$ cat config.mk
export PLATFORM = sky130hd
export DESIGN_NAME = wb_grf
export DESIGN_NICKNAME = d
export VERILOG_FILES = /design/src/rtl/wb_grf.sv
export SDC_FILE = /design/constraint.sdc
export NUM_CORES = 2
export LEC_CHECK = 0
export CORE_MARGIN = 2
export CORE_UTILIZATION = 45
export CTS_CLUSTER_SIZE = 16
export DETAILED_ROUTE_END_ITERATION = 10
export GPL_TIMING_DRIVEN = 0
export PLACE_DENSITY_LB_ADDON = 0.1
export SLEW_MARGIN = 20
export SYNTH_ARGS = -nofsm -noshare
export SYNTH_HDL_FRONTEND = slang
export SYNTH_SLANG_ARGS = --single-unit
$ cat constraint.sdc
create_clock -name clk -period 46.5 [get_ports clk]
set_input_delay 9.3 -clock clk [delete_from_list [all_inputs] [get_ports clk]]
set_output_delay 9.3 -clock clk [all_outputs]
set_load 0.005 [all_outputs]
$ cat src/rtl/wb_grf.sv
// Writeback stage: selects/extends the writeback datum, commits it to the 32x32 GRF,
// and serves the D-stage read ports with W->D bypass. Define WB_DISPLAY_EN for commit trace prints.
module wb_grf #(
  parameter logic [31:0] RESET_PC = 32'h0000_3000
) (
  input  logic        clk,
  input  logic        reset,
  input  logic [31:0] W_PC,
  input  logic [31:0] W_CalcResult,
  input  logic [31:0] W_DMRD,
  input  logic [4:0]  W_RegAddr,
  input  logic        W_RegWrite,
  input  logic [1:0]  W_WDSel,
  input  logic [2:0]  W_LoadType,
  input  logic [4:0]  D_rs,
  input  logic [4:0]  D_rt,
  output logic [31:0] D_RD1,
  output logic [31:0] D_RD2,
  output logic [31:0] W_WD
);

  typedef enum logic [2:0] {
    LD_W   = 3'd0,
    LD_B   = 3'd1,
    LD_BU  = 3'd2,
    LD_H   = 3'd3,
    LD_HU  = 3'd4
  } load_type_e;

  typedef enum logic [1:0] {
    WD_CALC = 2'd0,
    WD_LOAD = 2'd1,
    WD_LINK = 2'd2,
    WD_ZERO = 2'd3
  } wd_sel_e;

  logic [31:0] regs [32];
  logic [7:0]  load_byte;
  logic [15:0] load_half;
  logic [31:0] load_data;
  logic        commit;

  // Byte/halfword lane is chosen by the low address bits carried in the calc result.
  always_comb begin
    load_byte = W_DMRD[7:0];
    case (W_CalcResult[1:0])
      2'd1:    load_byte = W_DMRD[15:8];
      2'd2:    load_byte = W_DMRD[23:16];
      2'd3:    load_byte = W_DMRD[31:24];
      default: load_byte = W_DMRD[7:0];
    endcase
    load_half = W_CalcResult[1] ? W_DMRD[31:16] : W_DMRD[15:0];

    load_data = W_DMRD;
    case (W_LoadType)
      LD_B:    load_data = {{24{load_byte[7]}}, load_byte};
      LD_BU:   load_data = {24'd0, load_byte};
      LD_H:    load_data = {{16{load_half[15]}}, load_half};
      LD_HU:   load_data = {16'd0, load_half};
      default: load_data = W_DMRD;
    endcase
  end

  always_comb begin
    W_WD = W_CalcResult;
    case (W_WDSel)
      WD_CALC: W_WD = W_CalcResult;
      WD_LOAD: W_WD = load_data;
      WD_LINK: W_WD = W_PC + 32'd8;
      WD_ZERO: W_WD = 32'd0;
      default: W_WD = W_CalcResult;
    endcase
  end

  assign commit = W_RegWrite && (W_RegAddr != 5'd0);

  always_ff @(posedge clk or posedge reset) begin
    if (reset) begin
      for (int i = 0; i < 32; i++) begin
        regs[i] <= 32'd0;
      end
    end else if (commit) begin
      regs[W_RegAddr] <= W_WD;
    end
  end

  // $0 never bypasses, so a discarded write to it stays invisible to decode.
  always_comb begin
    D_RD1 = 32'd0;
    D_RD2 = 32'd0;
    if (D_rs != 5'd0) begin
      D_RD1 = (commit && (D_rs == W_RegAddr)) ? W_WD : regs[D_rs];
    end
    if (D_rt != 5'd0) begin
      D_RD2 = (commit && (D_rt == W_RegAddr)) ? W_WD : regs[D_rt];
    end
  end

`ifdef WB_DISPLAY_EN
  always @(posedge clk) begin
    if (!reset && W_RegWrite) begin
      $display("@%h: $%d <= %h", W_PC, W_RegAddr, W_WD);
      if ((W_PC < RESET_PC) || (W_PC[1:0] != 2'b00)) begin
        $display("warning: illegal W_PC %h", W_PC);
      end
    end
  end
`endif

endmodule

Word level (Yosys, flattened, before mapping)
Cells that the tools add are included.
- add/sub/neg operators: 1
- magnitude comparators: 4
- eq/ne operators: 12
- multiplexer cells: 17
- bitwise logic cells: 3
- reduce and logical (&&, ||, !) cells: 8
- operator list (cell ; number):
    bitwise mux 1024 bit ; 1
    binary-select mux 32 bit (select 5 bit) ; 2
    two-way mux 32 bit ; 9
    one-hot mux 32 bit (4 select lines) ; 2
    demux 32 bit (select 5 bit) ; 1
    adder 32 x 4 -> 32 bit (second input constant) ; 1
    one-hot mux 8 bit (3 select lines) ; 1
    >= comparator 6 bit (second input constant) ; 3
    inverter 5 -> 6 bit ; 3
    two-way mux 16 bit ; 1
    nonzero test 5 bit ; 3
    == test 5 bit ; 2
    == test 2 bit (second input constant) ; 4
    == test 3 x 2 -> 1 bit (second input constant) ; 2
    less-than comparator 6 x 1 -> 1 bit (second input constant) ; 1
    == test 2 x 1 -> 1 bit (second input constant) ; 2
    logical AND 1 bit ; 4
    == test 3 x 1 -> 1 bit (second input constant) ; 1
    == test 3 bit (second input constant) ; 1
    logical NOT 2 bit ; 1
- bits in registers: 1024
- input port bits: 119
- output and inout port bits: 96
- word-level logic and storage cells: 77

Depth between registers and ports, before layout
- depth in word-level cells: 6
- depth in mapped cells: 11
- gate-level depth less buffers: 7

Worst setup path before layout
Ideal clock, no wire load.
- kind: input to output
- from: in D_rt[0]
- to: out D_RD2[30]
- arrival: 11.358 ns
- data required time: 37.200 ns
- path slack: 25.842 ns
- stages: 8
- buffers on the path: 4
- path through: buf_4 -> buf_2 -> buf_2 -> buf_2 -> mux4_2 -> mux4_2 -> a32oi_1 -> o21ai_0
- word-level cells in the longest chain between the ends: 6
- elaborated cells on any way between the ends: 9
- classes of those cells: eq/ne (1); mux (5); bitwise (1); reduce/logical (2)
- ends and longest elaborated chain (what ; RTL line ; RTL):
    from (decl) ; 16 ; input logic [4:0] D_rt,
    inverter 5 -> 6 bit (not written as such) ; 95 ; D_RD2 = (commit && (D_rt == W_RegAddr)) ? W_WD : regs[D_rt];
    binary-select mux 32 bit (select 5 bit) ; 95 ;
    two-way mux 32 bit (not written as such) (2 in series) ; 95 ;
    two-way mux 32 bit ; 95 ;
    two-way mux 32 bit * ; 94 ; if (D_rt != 5'd0) begin
    to (decl) ; 18 ; output logic [31:0] D_RD2,
Mark *: on every way between the ends. The rest lies on a longest branch, timed or not. The select of a mux whose other input is x is not followed.

Final worst setup path
- from: in D_rt[1]
- to: out D_RD2[19]
Same word-level chain as after synthesis.

==> flow_summary_export.csv <==
group,metric,value,unit
sta,hold_violations,0,
die,initial_core_util,0.4549,
worst_setup_path,cp.required,37200,ps
final_layout,layout-drive-gt1-share,0.1762,
die,rows,128,
global_route,antenna_found_initial,31,
clock_tree,numCtsBuffers,117,
synthesis,synthFlopType,"dfrtp_1",
worst_setup_path,worstReg2RegStart,"regs[542]",
sta,tightest_slew,1398,ps
worst_setup_path,path_depth,11,
power,combPwrFrac,0.231,
worst_setup_path,worstSetupStartpointType,"input port",
power,p_sw,935.0,uW
routing,drc,0,
final_layout,reg.largest.list,"regs: 1024 flops",
die,core,0.1222,sq mm
routing,vias,52569,
worst_setup_path,cpMaxStageDelayCell,"clkdlybuf4s50_1",
final_layout,multi_input_area,0.02752,sq mm
clock_tree,cts_buffer_depth,3,
sta,period_needed,24880,ps
final_layout,ff_latch_area,0.02562,sq mm
sta,slew_viol_final,0,
synthesis,yosysWarnings,0,
synthesis,synthCells,5177,
die,die_y,355.4,um
sta,rsz0062_at_grt,"no",
synthesis,synthesis.area,0.05558,sq mm
placed_design,routabilityCongestion,1.054,
placed_design,post-dp-hpwl,230800,um
clock_tree,cts_sinks,1024,
power,leakagePower,0.02727,uW
sta,fin_crit_sh,0.5351,
synthesis,yosysSeqAreaShare,0.4610,
synthesis,synth_nets,5297,
final_layout,final_area,0.06452,sq mm
die,die_w,355.4,um
worst_hold_path,hold_path_class,"reg2reg",
clock_tree,cts_setup_buffers,0,
placed_design,dpl_cell_area,0.06037,sq mm
synthesis,ys_types,82,
sta,skew,0,ps
placed_design,dp.cells,7032,
clock_tree,clk_pin_slew,60,ps
worst_setup_path,crit_buf_inv,7,
final_layout,fin_nets,5647,
worst_setup_path,cp.arrival,15580,ps
final_layout,final_cell_mix,"nand2_1, dfrtp_1, o21ai_0, mux4_2, clkbuf_1",
final_layout,area_growth,16.08,%
power,intPower,1885,uW
worst_setup_path,slowest_delay,840,ps
power,pwr-share-clk,0.355,
clock_tree,tritoncts,"done",
global_route,grt_first_pass_wirelength,429500,um
final_layout,largest_reg_flops,1024,
power,sw_frac_of_total,0.3315,
worst_setup_path,criticalPathCategory,"in2out",
global_route,grtUsageTotal,0.5088,
global_route,grt_max_degree,101,
synthesis,async_flop_share,1.000,
routing,ant_nets,0,
routing,wl_per_cell,44.36,um
clock_tree,ctsHoldBuffers,0,
sta,holdWs,479.5,ps
worst_setup_path,cp-startpoint,"D_rt[1]",
power,p_seq_frac,0.414,
synthesis,synth.avg_cell_area,10.74,sq um
routing,first_iter_violations,8833,
synthesis,ys_seq_elements,1024,
final_layout,fillers,11179,
die,io_pins,215,
final_layout,regMostFlops,"regs",
worst_setup_path,worst-path-max-fanout,10,
worst_hold_path,min-delay-start,"regs[1009]",
worst_setup_path,end_kind,"primary output",
worst_setup_path,reg2regPathDepth,2,
die,die_area,0.1263,sq mm
worst_hold_path,hold_depth,1,
placed_design,numPortBuffers,199,
clock_tree,insertion_delay,770,ps
global_route,gr-total-overflow,0,
sta,slew_headroom,0.06787,
global_route,grt_pass1_vias,48731,
routing,via_per_inst,7.226,
routing,firstDrtPassIters,6,
sta,max_freq,40.19,MHz
worst_setup_path,crit_family,"buffers and inverters",
final_layout,fin_cells,7275,
worst_setup_path,cp_common_cell,"buf_2",
final_layout,layout_commonest_cell,"nand2_1",
clock_tree,cts_resized,0,
flow_run,maxCapViolCount,0,
synthesis,synth_edf_count,0,
power,vdd_ir_drop_max,0.00003851,V
sta,tns,0,ps
routing,routed_wl,322700,um
clock_tree,cts-htree-levels,3,
run_status,status,"completed",
clock_tree,cts-root-buf,"clkbuf_16",
worst_setup_path,worstPathCellList,"clkdlybuf4s50_1 > buf_2 > buf_4 > buf_2 > buf_2 > buf_2 > nand2_1 > a21oi_1 > nor3_1 > a211oi_1 > clkdlybuf4s50_1",
sta,setup_viol,0,
final_layout,post-route-util,0.5280,
power,power_density,43.72,mW/mm^2
power by group through the flow:
stage	combinational (uW)	clock, uW	sequential, uW
2_1_floorplan	376	0	1130
3_3_place_gp	607	0	1170
3_5_place_dp	623	0	1170
4_1_cts	624	992	1160
5_1_grt	675	1030	1180
6_report	653	1000	1170
worst reg2reg max path: stages (launching register included):
cell and delay [ps]:
dfrtp_1 570, nand2_1 120, o21ai_0 80
stage by stage:
step                      power, uW  worst slack [ps]
after floorplan                1509              8384
after global placement         1777             -5383
after detailed placement       1797             22250
after CTS                      2775             22240
after global routing           2884             22080
final                          2820             21620
synthesized netlist by cell type (6+ instances only):
master        n  area share
a2111oi_0    18      0.0028
a211oi_1     87       0.012
a21oi_1      66      0.0059
a221oi_1     20      0.0032
a221oi_2      7      0.0019
a22o_1        8      0.0013
a22oi_1      28      0.0038
a31oi_1      12      0.0014
a32oi_1       6     0.00095
and2_1       10      0.0011
and3_1       11      0.0012
and4_1        6     0.00095
buf_1        26      0.0018
buf_2       107      0.0096
buf_4        25      0.0034
clkbuf_1    389       0.026
dfrtp_1    1024        0.46
inv_1        47      0.0032
mux2_2       10      0.0020
mux2i_1     192       0.035
mux4_2      508        0.21
nand2_1    1093       0.074
nand2b_1      9      0.0010
nand3_1      45      0.0041
nand4_1      10      0.0011
nor2_1      140      0.0095
nor2b_1      20      0.0023
nor3_1       33      0.0030
nor4_1        9      0.0010
o211ai_1     21      0.0028
o21ai_0     945       0.085
o21ai_1      77      0.0069
o22a_1        8      0.0013
o22ai_1      36      0.0041
or3_1         6     0.00068
xnor2_1      20      0.0032
xor2_1       13      0.0020
per-layer routing:
metal	GRT usage	vias to the layer above	wire length (um)
met5	0.009434	-	294
met4	0.3955	16	31230
met3	0.2459	1319	48850
met2	0.6766	4558	128500
met1	0.6289	27021	113900
li1	-	19655	-
final timing paths:
kind / end / slack, ps
min in group asynchronous: regs[344] / 9000
max: D_RD2[19] / 21620
min: regs[1009] / 480
max in group asynchronous: regs[964] / 34890
min reg2reg: regs[1009] / 480
max reg2reg: regs[542] / 45560
logic make-up after synthesis:
logic type	Yosys count	synth area share
DFF	1024	0.4610
muxes	710	0.2424
xor gates and xnor gates	33	0.005200
AOI/OAI and AO/OA	1386	0.1414
buffers and inverters	602	0.04518
adders and majority gates	1	0.0002251
and+or+nand+nor	1421	0.1045
area by class of cell:
type | count | share of cell area
Antenna cell | 27 | 0.001047
Buffer | 551 | 0.03729
Clock buffer | 166 | 0.05246
Clock inverter | 49 | 0.01020
Inverter | 51 | 0.003083
Multi-Input combinational cell | 3551 | 0.4266
Sequential cell | 1024 | 0.3972
Tap cell | 1625 | 0.03151
Timing Repair Buffer | 231 | 0.04063
Power figures use the tool's default switching activity.
